## config.mk

```make
export PLATFORM = sky130hd
export DESIGN_NAME = punc_run_control
export DESIGN_NICKNAME = d
export VERILOG_FILES = /design/src/rtl/punc_run_control.sv
export SDC_FILE = /design/constraint.sdc
export NUM_CORES = 1
export LEC_CHECK = 0
export BUFFER_PORTS_ARGS = -buffer_cell sky130_fd_sc_hd__clkbuf_2
export CORE_MARGIN = 8
export CORE_UTILIZATION = 50
export DETAILED_ROUTE_END_ITERATION = 8
export HOLD_SLACK_MARGIN = 0.08
export PLACE_DENSITY = 0.77
export SLEW_MARGIN = 20
export SYNTH_ARGS = -nofsm -noshare
export SYNTH_HDL_FRONTEND = slang
export SYNTH_SLANG_ARGS = --single-unit
```

## constraint.sdc

```tcl
create_clock -name clk -period 2.3 [get_ports clk]
set_input_delay 0.46 -clock clk [delete_from_list [all_inputs] [get_ports clk]]
set_output_delay 0.46 -clock clk [all_outputs]
set_load 0.1 [all_outputs]
```

## src/rtl/punc_run_control.sv

```systemverilog
// Run/halt/step sequencer for the PUnC LC3 core: gates the core with cpu_en and
// stops it only at instruction boundaries on host command, step count, breakpoint or HALT trap.
module punc_run_control #(
    parameter int NUM_BP        = 4,
    parameter int BP_IDX_W      = 2,
    parameter int CNT_W         = 8,
    parameter bit START_RUNNING = 1'b1
) (
    input  logic                clk,
    input  logic                rst,
    input  logic                cmd_valid,
    input  logic [1:0]          cmd_op,
    input  logic [CNT_W-1:0]    cmd_count,
    input  logic                instr_retire,
    input  logic [15:0]         ir,
    input  logic [15:0]         pc_next,
    input  logic                bp_wr_en,
    input  logic [BP_IDX_W-1:0] bp_wr_idx,
    input  logic [15:0]         bp_wr_addr,
    input  logic                bp_wr_valid,
    output logic                cpu_en,
    output logic                halted,
    output logic [1:0]          halt_cause,
    output logic [BP_IDX_W-1:0] bp_hit_idx,
    output logic                cmd_err,
    output logic [15:0]         retire_count
);

    typedef enum logic [1:0] {
        S_HALTED   = 2'd0,
        S_RUNNING  = 2'd1,
        S_STEPPING = 2'd2,
        S_DRAIN    = 2'd3
    } state_t;

    localparam logic [1:0] OP_CLR_CNT = 2'b00;
    localparam logic [1:0] OP_RUN     = 2'b01;
    localparam logic [1:0] OP_HALT    = 2'b10;
    localparam logic [1:0] OP_STEP    = 2'b11;

    localparam logic [1:0] CAUSE_RESET = 2'b00;
    localparam logic [1:0] CAUSE_HOST  = 2'b01;
    localparam logic [1:0] CAUSE_BP    = 2'b10;
    localparam logic [1:0] CAUSE_TRAP  = 2'b11;

    localparam logic [15:0] TRAP_HALT = 16'hF025;

    state_t                state_q, state_d;
    logic [CNT_W-1:0]      remaining_q, remaining_d;
    logic                  skip_bp_q, skip_bp_d;
    logic [1:0]            halt_cause_q, halt_cause_d;
    logic [BP_IDX_W-1:0]   bp_hit_idx_q, bp_hit_idx_d;
    logic                  cmd_err_q, cmd_err_d;
    logic [15:0]           retire_count_q, retire_count_d;

    logic [15:0]           bp_addr [NUM_BP];
    logic [NUM_BP-1:0]     bp_valid;

    logic                  counting;
    logic                  halt_fire;
    logic                  bp_any;
    logic [BP_IDX_W-1:0]   bp_low;

    assign cpu_en       = (state_q != S_HALTED);
    assign halted       = ~cpu_en;
    assign halt_cause   = halt_cause_q;
    assign bp_hit_idx   = bp_hit_idx_q;
    assign cmd_err      = cmd_err_q;
    assign retire_count = retire_count_q;
    assign counting     = instr_retire & cpu_en;

    // Downward scan so the lowest matching entry is the one left standing.
    always_comb begin
        bp_any = 1'b0;
        bp_low = '0;
        for (int i = NUM_BP - 1; i >= 0; i--) begin
            if (bp_valid[i] && (bp_addr[i] == pc_next)) begin
                bp_any = 1'b1;
                bp_low = BP_IDX_W'(i);
            end
        end
    end

    always_comb begin
        state_d        = state_q;
        remaining_d    = remaining_q;
        skip_bp_d      = skip_bp_q;
        halt_cause_d   = halt_cause_q;
        bp_hit_idx_d   = bp_hit_idx_q;
        cmd_err_d      = 1'b0;
        retire_count_d = retire_count_q;
        halt_fire      = 1'b0;

        if (counting) begin
            retire_count_d = retire_count_q + 16'd1;
            skip_bp_d      = 1'b0;
            if (state_q == S_STEPPING)
                remaining_d = remaining_q - CNT_W'(1);

            if (ir == TRAP_HALT) begin
                halt_fire    = 1'b1;
                halt_cause_d = CAUSE_TRAP;
            end else if (bp_any && !skip_bp_q) begin
                halt_fire    = 1'b1;
                halt_cause_d = CAUSE_BP;
                bp_hit_idx_d = bp_low;
            end else if ((state_q == S_STEPPING) && (remaining_q == CNT_W'(1))) begin
                halt_fire    = 1'b1;
                halt_cause_d = CAUSE_BP;
            end else if (state_q == S_DRAIN) begin
                halt_fire    = 1'b1;
                halt_cause_d = CAUSE_HOST;
            end
        end

        // A halting retire swallows any coincident state-changing command silently.
        if (halt_fire) begin
            state_d = S_HALTED;
        end else if (cmd_valid) begin
            case (cmd_op)
                OP_RUN: begin
                    if (state_q == S_HALTED) begin
                        state_d   = S_RUNNING;
                        skip_bp_d = 1'b1;
                    end else begin
                        cmd_err_d = 1'b1;
                    end
                end
                OP_STEP: begin
                    if (state_q == S_HALTED) begin
                        state_d     = S_STEPPING;
                        remaining_d = (cmd_count == '0) ? CNT_W'(1) : cmd_count;
                        skip_bp_d   = 1'b1;
                    end else begin
                        cmd_err_d = 1'b1;
                    end
                end
                OP_HALT: begin
                    if ((state_q == S_RUNNING) || (state_q == S_STEPPING))
                        state_d = S_DRAIN;
                    else
                        cmd_err_d = 1'b1;
                end
                default: ;
            endcase
        end

        if (cmd_valid && (cmd_op == OP_CLR_CNT))
            retire_count_d = '0;
    end

    always_ff @(posedge clk) begin
        if (rst) begin
            state_q        <= START_RUNNING ? S_RUNNING : S_HALTED;
            remaining_q    <= '0;
            skip_bp_q      <= 1'b0;
            halt_cause_q   <= CAUSE_RESET;
            bp_hit_idx_q   <= '0;
            cmd_err_q      <= 1'b0;
            retire_count_q <= '0;
        end else begin
            state_q        <= state_d;
            remaining_q    <= remaining_d;
            skip_bp_q      <= skip_bp_d;
            halt_cause_q   <= halt_cause_d;
            bp_hit_idx_q   <= bp_hit_idx_d;
            cmd_err_q      <= cmd_err_d;
            retire_count_q <= retire_count_d;
        end
    end

    // Table updates land at the edge, so a same-cycle retire still sees the old entry.
    always_ff @(posedge clk) begin
        if (rst) begin
            bp_valid <= '0;
            for (int i = 0; i < NUM_BP; i++)
                bp_addr[i] <= '0;
        end else if (bp_wr_en) begin
            bp_valid[bp_wr_idx] <= bp_wr_valid;
            bp_addr[bp_wr_idx]  <= bp_wr_addr;
        end
    end

endmodule

```

==> implementation parameters, run 1 <==
Parameter                              Value

Setup path
  RR Startpoint    bp_addr[0][15]$_SDFFCE_PN0P_
  Type of the setup path with the least slack    register to register
  Cell family contributing the most delay on the critical path    simple AND/OR/NAND/NOR gates
  Data arrival, critical path    2430 ps
  Endpoint type of the worst setup path    register
  Cell-by-cell listing of the critical path    xor2_1 -> or4b_1 -> nor4_2 -> nand4_1 -> a41oi_4 -> o221a_1
  Top fanout value on the critical path    5
  Worst reg2reg setup slack    190 ps
  Longest individual stage delay on the worst path    530 ps
  Startpoint type of the worst setup path    register
  Critical R2R Capture    halt_cause[1]$_SDFFE_PP0P_
  Sum of buffers and inverters on the critical path    0
  Worst path required time    2620 ps
  Slowest library cell on the worst path    sky130_fd_sc_hd__or4b_1
  Logic depth of the worst register-to-register path    6

STA
  Worst clock skew    7.25 ps
  RSZ-0062 raised after global routing    no
  Sum of negative setup slack    0 ps
  Measured slew at the worst slew-check pin    705 ps
  Slew headroom    52.9%
  Number of endpoints with negative hold slack in the final report    0
  Final cycle utilization of the critical path    91.6%
  Tightest hold margin    357 ps
  Setup violators final    0
  Final max-slew violation count    0
  Minimum clock period    2110 ps
  Final worst slack    194 ps
  Fmax    0.475 GHz

Floorplanning
  Area of the die    13400 um^2
  FP Rows    36
  Initial standard-cell utilization of the core    51.3%
  Core region area    9730 um^2
  Chip height    116 um
  Boundary pin count    89
  Horizontal die dimension    116 um

Place
  Number of I/O port buffers    88
  Estimated wirelength of the detail-placed design    10.0 mm
  DP Cell Count    715
  Routability congestion estimate from global placement    0.943
  Placement Setup Slack    -1.01 ps

Logic synthesis
  Main synth FF type    sky130_fd_sc_hd__edfxtp_1
  Number of storage elements in the synthesis netlist    100
  Net count of the mapped netlist    562
  Count of cell types in the netlist    44
  Adder-cell share of the synthesized area    1.51%
  Multiplexer fraction of the synthesized cell area    1.20%
  XOR/XNOR share of the synthesized area    14.9%
  Average instance area after synthesis    10.2 um^2
  Number of synthesized flops with an enable pin    64
  Count of mapped cells out of synthesis    490
  Share of flip-flops with an asynchronous set or reset    0%
  Compound-Gate Fraction of Synth Area    5.07%
  Post-Synthesis Cell Area    4990 um^2
  Area fraction in and, or, nand and nor cells after synthesis    21.3%
  YS warnings    0
  Combinational family with the most area after synthesis    simple AND/OR/NAND/NOR gates
  Share of the yosys chip area belonging to registers    53.0%

Clock tree
  Clock transition at the register clock pins on the worst setup and hold paths after CTS    100 ps
  Setup Fix Bufs, Post-CTS    0
  H-tree lvl count    3
  TritonCTS clock tree    done
  Latest clock arrival within the worst-skew pair    370 ps
  Buffer cell driving the clock tree root    sky130_fd_sc_hd__clkbuf_8
  Maximum buffer depth of the clock tree    2
  Number of buffers added by the clock tree synthesis step    9
  Clk sink count    100

GRT
  Wire length of the first global-routing pass    20.4 mm
  GRT Util Overall    20.1%
  Antenna violations before repair    0
  Number of global-route vias before repair    4023
  Grt total ovfl    0
  Largest net degree at the start of global routing    21

Routing
  Via-to-Cell Ratio    5.31
  Wirelength per Cell    17.8 um
  ANT nets after route    0
  Via count of the routed design    3882
  DR DRC count    0
  Final wirelength    13.0 mm
  Pre-Repair DR Iteration Count    4
  Drt first-iter violations    318

Layout
  Area used by sequential logic in the layout    2640 um^2
  Non-Filler Instances    731
  Number of nets in the layout    665
  Share of cells above drive strength 1    21.1%
  Area Growth Syn to Fin    18.0%
  Antenna diodes    0
  Combined area of the multi-input logic cells    2220 um^2
  Fill cell instance count of the final layout    842

Min path
  Hold endpoint    remaining_q[1]$_SDFF_PP0_
  Classification of the worst-slack hold path    input pin to register
  Number of cells on the worst hold path    3
  Startpoint of the tightest hold check path    cmd_count[1]

Outcome
  Result of the run    finished clean

Power and ir drop
  Power after layout    3.62 mW
  Maximum vdd drop    0.459 mV
  Power density normalized to cell area    615 nW/um^2
  Static leakage    2.44 nW

Job
  Maxcap violations    0
[how the worst max path moves through the flow]
stage | startpoint | to | slack [ps] | cells past startpoint
after floorplan | retire_count[3]$_SDFFE_PP0P_ | retire_count[15]$_SDFFE_PP0P_ | 70 | 6
after global placement | pc_next[15] | halt_cause[1]$_SDFFE_PP0P_ | 30 | 7
after detailed placement | pc_next[15] | halt_cause[1]$_SDFFE_PP0P_ | -1 | 7
after CTS | bp_addr[0][15]$_SDFFCE_PN0P_ | halt_cause[1]$_SDFFE_PP0P_ | 140 | 6
after global routing | bp_addr[0][7]$_SDFFCE_PN0P_ | halt_cause[1]$_SDFFE_PP0P_ | 30 | 6
final | bp_addr[0][15]$_SDFFCE_PN0P_ | halt_cause[1]$_SDFFE_PP0P_ | 190 | 6
[metal layers]
layer,track usage [%],wire length (um),up-vias
met1,24.6,5480,1850
li1,-,-,1919
met2,33.9,6570,101
met4,6.05,186,0
met3,5.16,772,12
met5,0,0,-
[worst register-to-register path: cells and delay by family, from the launching register on]
family,cells,cell delay (ps)
AOI/OAI and AO/OA,2,480
xor gates and xnor gates,1,190
DFF,1,400
and+or+nand+nor,3,970
[Yosys cell counts (10+ instances only)]
library cell               instances  area, um^2
sky130_fd_sc_hd__nor2_1           82         308
sky130_fd_sc_hd__edfxtp_1         64        1920
sky130_fd_sc_hd__xor2_1           55         482
sky130_fd_sc_hd__nand2_1          46         173
sky130_fd_sc_hd__dfxtp_1          36         721
sky130_fd_sc_hd__xnor2_1          30         263
sky130_fd_sc_hd__inv_1            25        93.8
sky130_fd_sc_hd__clkbuf_1         15        56.3
sky130_fd_sc_hd__nor4_1           15        93.8
sky130_fd_sc_hd__nand4_1          14        87.6
sky130_fd_sc_hd__and3_1           10        62.6
sky130_fd_sc_hd__o21ai_0          10        50.1
[state kept, by name (all words and copies together) (netlist names)]
name          count
remaining_q       8
cmd_err           1
retire_count     16
bp_addr          64
skip_bp_q         1
state_q           2
bp_valid          4
halt_cause        2
bp_hit_idx        2
[through the flow]
step	cell area, um^2	util (%)
global route	5880	60.5
CTS	5870	60.4
floorplan	5000	-
detailed placement	5700	58.6
global placement	5700	58.6
finish	5880	60.5
[cell usage in the layout, fill, tap and decap left out, types with 3 or more instances in the layout]
cell	instances
sky130_fd_sc_hd__clkbuf_2	88
sky130_fd_sc_hd__nor2_1	82
sky130_fd_sc_hd__edfxtp_1	64
sky130_fd_sc_hd__xor2_1	55
sky130_fd_sc_hd__nand2_1	46
sky130_fd_sc_hd__dfxtp_1	36
sky130_fd_sc_hd__xnor2_1	30
sky130_fd_sc_hd__inv_1	24
sky130_fd_sc_hd__buf_4	19
sky130_fd_sc_hd__nor4_1	15
sky130_fd_sc_hd__nand4_1	14
sky130_fd_sc_hd__o21ai_0	10
sky130_fd_sc_hd__and3_1	10
sky130_fd_sc_hd__clkbuf_8	9
sky130_fd_sc_hd__nand3_1	8
sky130_fd_sc_hd__a211oi_1	8
sky130_fd_sc_hd__nor3_1	8
sky130_fd_sc_hd__a21oi_1	8
sky130_fd_sc_hd__mux2i_1	6
sky130_fd_sc_hd__nor4b_1	6
sky130_fd_sc_hd__ha_1	5
sky130_fd_sc_hd__nor2b_1	4
sky130_fd_sc_hd__nand2b_1	3
sky130_fd_sc_hd__clkinv_4	3
[where the power goes]
part / leakage [nW] / switching (mW) / total, mW / internal (mW)
clock: 0.0864 / 0.622 / 1.02 / 0.399
combinational: 1.43 / 0.343 / 0.537 / 0.194
sequential: 0.921 / 0.0501 / 2.06 / 2.01
[area by class of cell]
class | count | area share, %
Multi-Input combinational cell | 350 | 37.7
Tap cell | 133 | 2.83
Clock inverter | 7 | 0.893
Clock buffer | 9 | 2.11
Timing Repair Buffer | 107 | 9.91
Sequential cell | 100 | 44.9
Inverter | 25 | 1.66
[kinds of logic after synthesis]
logic type	Yosys count
AO/OA/AOI/OAI	38
XOR/XNOR	85
adder cells (fa/ha/maj)	6
buffers and inverters	40
flip-flops	100
multiplexers	6
AND/OR/NAND/NOR	215
[timing repair]
action	4_1_cts	5_1_grt
hold buffers	0	0
resized for setup	0	1
endpoints found under the setup margin	0	2
Power figures use the tool's default switching activity.
==> inputs of run 2 (changes only) <==
--- a/config.mk
+++ b/config.mk
@@ -5,12 +5,13 @@
 export SDC_FILE = /design/constraint.sdc
 export NUM_CORES = 1
 export LEC_CHECK = 0
-export BUFFER_PORTS_ARGS = -buffer_cell sky130_fd_sc_hd__clkbuf_2
+export BUFFER_PORTS_ARGS = -buffer_cell sky130_fd_sc_hd__buf_2
 export CORE_MARGIN = 8
-export CORE_UTILIZATION = 50
+export CORE_UTILIZATION = 25
 export DETAILED_ROUTE_END_ITERATION = 8
+export GPL_TIMING_DRIVEN = 0
 export HOLD_SLACK_MARGIN = 0.08
-export PLACE_DENSITY = 0.77
+export PLACE_DENSITY = 0.46
 export SLEW_MARGIN = 20
 export SYNTH_ARGS = -nofsm -noshare
 export SYNTH_HDL_FRONTEND = slang
==> run 2 against run 1 <==
Net effect:
- cell count rose by 17%
- die area rose by 84%
- critical path depth did not move
- clock skew fell by 1.5 ps
- first-iteration DRC count fell by 16%
- power rose by 13%
- non-clock buffer count fell by 6
==> implementation parameters, run 2 (synthesis gave the netlist of run 1 again) <==
Parameter                              Value

GRT
  Largest net degree at the start of global routing    17 (-19%)
  Number of global-route vias before repair    4002 (-0.52%)
  GRT Util Overall    11.9% (-8.1 points)
  Grt total ovfl    0 (unchanged)
  Wire length of the first global-routing pass    22.0 mm (+7.7%)
  Antenna violations before repair    0 (unchanged)

STA
  Number of endpoints with negative hold slack in the final report    0 (unchanged)
  Sum of negative setup slack    0 ps (unchanged)
  Minimum clock period    2160 ps (+52.6 ps)
  Worst clock skew    5.71 ps (-1.53 ps)
  Setup violators final    0 (unchanged)
  Measured slew at the worst slew-check pin    947 ps (+241 ps)
  Fmax    0.463 GHz (-2.4%)
  RSZ-0062 raised after global routing    no
  Final max-slew violation count    0 (unchanged)
  Slew headroom    36.7% (-16 points)
  Final cycle utilization of the critical path    93.9% (+2.3 points)

Layout
  Largest reg by FF count    bp_addr
  Share of cells above drive strength 1    18.1% (-3.0 points)
  Commonest cells after routing, fill and taps aside    sky130_fd_sc_hd__buf_2, sky130_fd_sc_hd__nor2_1, sky130_fd_sc_hd__edfxtp_1, sky130_fd_sc_hd__xor2_1, sky130_fd_sc_hd__nand2_1
  Antenna diodes    0 (unchanged)
  Most common library cell in the layout ignoring fill and taps    sky130_fd_sc_hd__buf_2
  Post-Route Utilization    31.0% (-29 points)
  Number of nets in the layout    659 (-0.90%)
  Area Growth Syn to Fin    21.5%
  Flip-flop count of the largest register after layout    64 (unchanged)

Min path
  Classification of the worst-slack hold path    input pin to register

Setup path
  Longest individual stage delay on the worst path    550 ps (+20 ps)
  Data arrival, critical path    2450 ps (+20 ps)
  Endpoint type of the worst setup path    register
  Worst path required time    2590 ps (-30 ps)
  Logic depth of the worst register-to-register path    6 (unchanged)
  Top fanout value on the critical path    5 (unchanged)
  Cell-by-cell listing of the critical path    xor2_1 -> or4b_1 -> nor4_2 -> nand4_1 -> a41oi_2 -> o221a_1
  Start point of the critical path    bp_addr[0][11]$_SDFFCE_PN0P_
  Critical R2R Capture    halt_cause[1]$_SDFFE_PP0P_
  Number of cells on the critical path    6 (unchanged)
  Startpoint type of the worst setup path    register
  Cell family contributing the most delay on the critical path    simple AND/OR/NAND/NOR gates
  Setup crit end    halt_cause[1]$_SDFFE_PP0P_
  Worst reg2reg setup slack    140 ps (-50 ps)
  RR Startpoint    bp_addr[0][11]$_SDFFCE_PN0P_
  Type of the setup path with the least slack    register to register
  Slowest library cell on the worst path    sky130_fd_sc_hd__or4b_1
  Sum of buffers and inverters on the critical path    0 (unchanged)

Clock tree
  Number of buffers added by the clock tree synthesis step    9 (unchanged)
  Buffer cell driving the clock tree root    sky130_fd_sc_hd__clkbuf_16
  Latest clock arrival within the worst-skew pair    350 ps (-20 ps)
  Setup Fix Bufs, Post-CTS    0 (unchanged)
  H-tree lvl count    3 (unchanged)
  Clk sink count    100 (unchanged)
  TritonCTS clock tree    done
  Maximum buffer depth of the clock tree    2 (unchanged)
  Clock transition at the register clock pins on the worst setup and hold paths after CTS    70 ps (-30 ps)

Routing
  Pre-Repair DR Iteration Count    5 (+1)
  ANT nets after route    0 (unchanged)
  Wirelength per Cell    16.8 um (-5.4%)
  Final wirelength    14.4 mm (+11%)
  DR DRC count    0 (unchanged)
  Via count of the routed design    3851 (-0.80%)
  Via-to-Cell Ratio    4.50 (-15%)
  Drt first-iter violations    266 (-16%)

Floorplanning
  Horizontal die dimension    157 um (+36%)
  Core region area    19500 um^2 (+100%)
  Chip height    157 um (+36%)
  Area of the die    24700 um^2 (+84%)
  FP Rows    51 (+42%)
  Initial standard-cell utilization of the core    25.5% (-26 points)
  Boundary pin count    89 (unchanged)

Power and ir drop
  Cell-internal power    3.03 mW (+16%)
  Power density normalized to cell area    672 nW/um^2 (+9.3%)
  Sequential power share    50.6% (-6.3 points)
  Sw Share    25.7% (-2.4 points)
  Logic pwr share    12.9% (-1.9 points)
  Maximum vdd drop    0.331 mV (-28%)
  Clock share of power    36.5% (+8.3 points)
  Net load switching power    1.05 mW (+3.0%)
  Static leakage    2.42 nW (-0.94%)

Job
  Maxcap violations    0 (unchanged)

Place
  Number of I/O port buffers    86 (-2.3%)
  Routability congestion estimate from global placement    0.897 (-4.8%)
  Estimated wirelength of the detail-placed design    11.0 mm (+9.9%)

Outcome
  Result of the run    finished clean
-- run 2: timing repair --
action,in CTS,in global routing
setup endpoints to repair,17,19
gates resized for setup,2,5
cloned,0,0
hold buffers,0,0
-- run 2: routing by layer --
metal  vias to the layer above  GRT usage, %  wire (um)
met5                         -             0          0
met4                         0          5.35        338
met3                        21          2.80        763
met2                       103          19.5       6790
met1                      1828          14.7       6530
li1                       1899             -          -
-- run 2: final cells by class --
cell class,count,area (um^2)
tap,265,332
clock inverter,4,50.0
multi-input combinational,350,2210
sequential,100,2640
timing repair buffer,86,430
inverter,25,97.6
buffer,15,61.3
fill,2095,13500
clock buffer,11,233
-- run 2: worst min-delay path, delay by kind of cell --
kind	cells	cell delay, ps
buf+inv	1	90
mux	1	70
simple gates	1	80
-- run 2: per-stage QoR --
stage	instance area (um^2)	hold slack [ps]	instances	setup WS, ps	power, mW
after floorplan	5000	463	490	73.3	2.40
after global placement	5770	485	841	-655	2.62
after detailed placement	5770	499	841	-556	2.63
after CTS	6050	370	856	82.1	4.12
after global routing	6060	412	856	32.6	4.24
final	6060	384	856	141	4.07
-- run 2: worst min path at each step --
stage | depth (start not counted) | endpoint | from
after floorplan | 2 | bp_valid[2]$_SDFFE_PP0P_ | bp_valid[2]$_SDFFE_PP0P_
after global placement | 2 | retire_count[1]$_SDFFE_PP0P_ | retire_count[1]$_SDFFE_PP0P_
after detailed placement | 2 | bp_valid[2]$_SDFFE_PP0P_ | bp_valid[2]$_SDFFE_PP0P_
after CTS | 3 | remaining_q[1]$_SDFF_PP0_ | cmd_count[1]
after global routing | 3 | remaining_q[3]$_SDFF_PP0_ | cmd_count[3]
final | 3 | remaining_q[1]$_SDFF_PP0_ | cmd_count[1]
-- run 2: power by group through the flow --
stage / Clock (mW) / Sequential, mW / Combinational (mW)
CTS: 1.52 / 2.06 / 0.530
global placement: 0 / 2.10 / 0.523
finish: 1.49 / 2.06 / 0.526
floorplan: 0 / 2.13 / 0.274
global route: 1.59 / 2.07 / 0.574
detailed placement: 0 / 2.10 / 0.526
==> inputs of run 3 (changes only) <==
--- a/config.mk
+++ b/config.mk
@@ -6,7 +6,6 @@
 export NUM_CORES = 1
 export LEC_CHECK = 0
 export BUFFER_PORTS_ARGS = -buffer_cell sky130_fd_sc_hd__buf_2
-export CORE_MARGIN = 8
 export CORE_UTILIZATION = 25
 export DETAILED_ROUTE_END_ITERATION = 8
 export GPL_TIMING_DRIVEN = 0
==> run 3 against run 2 <==
Net effect:
- count of clock-buffer cells in the layout shrank 2
- worst hold slack lost 2.7 ps
- highest routed layer unchanged
- power grew 1.3%
- routed wire length shrank 5.7%
- sequential share of layout area shrank 0.19 points
- cell count grew 0.12%
- largest power group unchanged
- critical path depth is the same
- via count shrank 0.57%
- final area grew 0.43%
- critical path type unchanged
==> implementation parameters, run 3 (synthesis gave the netlist of run 1 again) <==
Parameter                              Value

GRT
  GRT Util Overall    13.6% (+1.6 points)
  Largest net degree at the start of global routing    18 (+1)
  Antenna violations before repair    0 (unchanged)
  Wire length of the first global-routing pass    20.1 mm (-8.3%)
  Number of global-route vias before repair    3629 (-9.3%)
  Grt total ovfl    0 (unchanged)

Power and ir drop
  Power density normalized to cell area    678 nW/um^2 (+0.91%)
  Static leakage    2.43 nW (+0.52%)
  Maximum vdd drop    0.295 mV (-11%)

Floorplanning
  FP Rows    51 (unchanged)
  Initial standard-cell utilization of the core    25.5% (unchanged)
  Boundary pin count    89 (unchanged)
  Horizontal die dimension    143 um (-8.9%)
  Core region area    19500 um^2 (unchanged)
  Chip height    143 um (-8.9%)
  Area of the die    20500 um^2 (-17%)

Clock tree
  Clock transition at the register clock pins on the worst setup and hold paths after CTS    70 ps (about the same)
  Buffer cell driving the clock tree root    sky130_fd_sc_hd__clkbuf_16
  Setup Fix Bufs, Post-CTS    0 (unchanged)
  Number of buffers added by the clock tree synthesis step    9 (unchanged)
  TritonCTS clock tree    done
  H-tree lvl count    3 (unchanged)
  Maximum buffer depth of the clock tree    2 (unchanged)
  Latest clock arrival within the worst-skew pair    350 ps (about the same)
  Clk sink count    100 (unchanged)

Layout
  Post-Route Utilization    31.2% (+0.13 points)
  Area of all placed cells without fillers    6080 um^2 (+0.43%)
  Flip-flop count of the largest register after layout    64 (unchanged)
  Share of cells above drive strength 1    18.6% (+0.48 points)
  Commonest cells after routing, fill and taps aside    sky130_fd_sc_hd__buf_2, sky130_fd_sc_hd__nor2_1, sky130_fd_sc_hd__edfxtp_1, sky130_fd_sc_hd__xor2_1, sky130_fd_sc_hd__nand2_1
  Area Growth Syn to Fin    22.0%
  Antenna diodes    0 (unchanged)
  Number of nets in the layout    659 (unchanged)
  Non-Filler Instances    857 (+0.12%)
  Most common library cell in the layout ignoring fill and taps    sky130_fd_sc_hd__buf_2
  Largest reg by FF count    bp_addr

STA
  Tightest hold margin    382 ps (-2.70 ps)
  Measured slew at the worst slew-check pin    948 ps (+1.59 ps)
  Final cycle utilization of the critical path    96.3% (+2.4 points)
  Fmax    0.452 GHz (-2.5%)
  Sum of negative setup slack    0 ps (unchanged)
  Slew headroom    36.6% (-0.11 points)
  Worst clock skew    9.00 ps (+3.28 ps)
  Setup violators final    0 (unchanged)
  Minimum clock period    2210 ps (+55.5 ps)
  Number of endpoints with negative hold slack in the final report    0 (unchanged)
  Final max-slew violation count    0 (unchanged)

Place
  Estimated wirelength of the detail-placed design    10.3 mm (-6.8%)
  Placement Cell Area    5770 um^2 (unchanged)
  DP Cell Count    841 (unchanged)
  Number of I/O port buffers    86 (unchanged)
  Routability congestion estimate from global placement    0.901 (+0.45%)

Outcome
  Result of the run    finished clean

Min path
  Startpoint of the tightest hold check path    cmd_count[1]
  Hold endpoint    remaining_q[1]$_SDFF_PP0_
  Classification of the worst-slack hold path    input pin to register
  Number of cells on the worst hold path    3 (unchanged)

Setup path
  Top fanout value on the critical path    5 (unchanged)
  Logic depth of the worst register-to-register path    6 (unchanged)
  RR Startpoint    bp_addr[0][11]$_SDFFCE_PN0P_
  Worst path required time    2590 ps (about the same)
  Worst reg2reg setup slack    90 ps (-60 ps)
  Endpoint type of the worst setup path    register
  Type of the setup path with the least slack    register to register
  Startpoint type of the worst setup path    register
  Critical R2R Capture    halt_cause[1]$_SDFFE_PP0P_
  Data arrival, critical path    2500 ps (+50 ps)

Routing
  Via count of the routed design    3829 (-0.57%)
  ANT nets after route    0 (unchanged)
  Pre-Repair DR Iteration Count    5 (unchanged)
  DR DRC count    0 (unchanged)
  Drt first-iter violations    196 (-26%)
  Final wirelength    13.6 mm (-5.7%)
  Wirelength per Cell    15.9 um (-5.8%)
  Via-to-Cell Ratio    4.47 (-0.69%)

Job
  Maxcap violations    0 (unchanged)
## run 3: worst max-delay path by stage
stage / from / end / slack (ps) / cells past startpoint
final: bp_addr[0][11]$_SDFFCE_PN0P_ / halt_cause[1]$_SDFFE_PP0P_ / 90 / 6
after global routing: bp_addr[0][11]$_SDFFCE_PN0P_ / halt_cause[1]$_SDFFE_PP0P_ / -6 / 6
after CTS: bp_wr_idx[0] / bp_addr[2][13]$_SDFFCE_PN0P_ / 90 / 4
after detailed placement: bp_wr_idx[0] / bp_addr[2][10]$_SDFFCE_PN0P_ / -620 / 4
after global placement: bp_wr_idx[0] / bp_addr[2][10]$_SDFFCE_PN0P_ / -680 / 4
after floorplan: retire_count[3]$_SDFFE_PP0P_ / retire_count[15]$_SDFFE_PP0P_ / 70 / 6
## run 3: stage by stage
| stage | setup slack (ps) | total power, mW |
|---|---|---|
| after CTS | 87.8 | 4.18 |
| after global routing | -5.56 | 4.29 |
| after global placement | -676 | 2.62 |
| after floorplan | 73.3 | 2.40 |
| after detailed placement | -618 | 2.63 |
| final | 85.7 | 4.13 |
## run 3: final cells by class
| type | instances | area, um^2 |
|---|---|---|
| multi-input cells | 350 | 2220 |
| clock inverters | 7 | 75.1 |
| fillers | 2082 | 13400 |
| well taps | 265 | 332 |
| inverters | 25 | 97.6 |
| flip-flops and latches | 100 | 2640 |
| clock buffers | 9 | 225 |
| plain buffers | 15 | 58.8 |
| repair buffers | 86 | 430 |
## run 3: critical path, cell delays in order, from the launching register on
cell	delay, ps
sky130_fd_sc_hd__edfxtp_1	380
sky130_fd_sc_hd__xor2_1	180
sky130_fd_sc_hd__or4b_1	550
sky130_fd_sc_hd__nor4_2	240
sky130_fd_sc_hd__nand4_1	210
sky130_fd_sc_hd__a41oi_4	350
sky130_fd_sc_hd__o221a_1	240
## run 3: timing repair
item | CTS | global route
hold buffers | 0 | 0
setup endpoints to repair | 17 | 14
resized for setup | 2 | 4
## run 3: routing by layer
layer  routed length (um)  vias to the layer above  track usage (%)
li1                     -                     1896                -
met1                 6270                     1825             17.7
met2                 6430                       99             22.0
met3                  757                        9             2.95
met4                  133                        0             4.70
met5                    0                        -                0
## run 3: power breakdown
part / leakage (nW) / internal (mW) / total (mW) / switching [mW]
sequential: 0.921 / 2.01 / 2.06 / 0.0469
combinational: 1.37 / 0.174 / 0.523 / 0.348
clock: 0.145 / 0.852 / 1.55 / 0.694
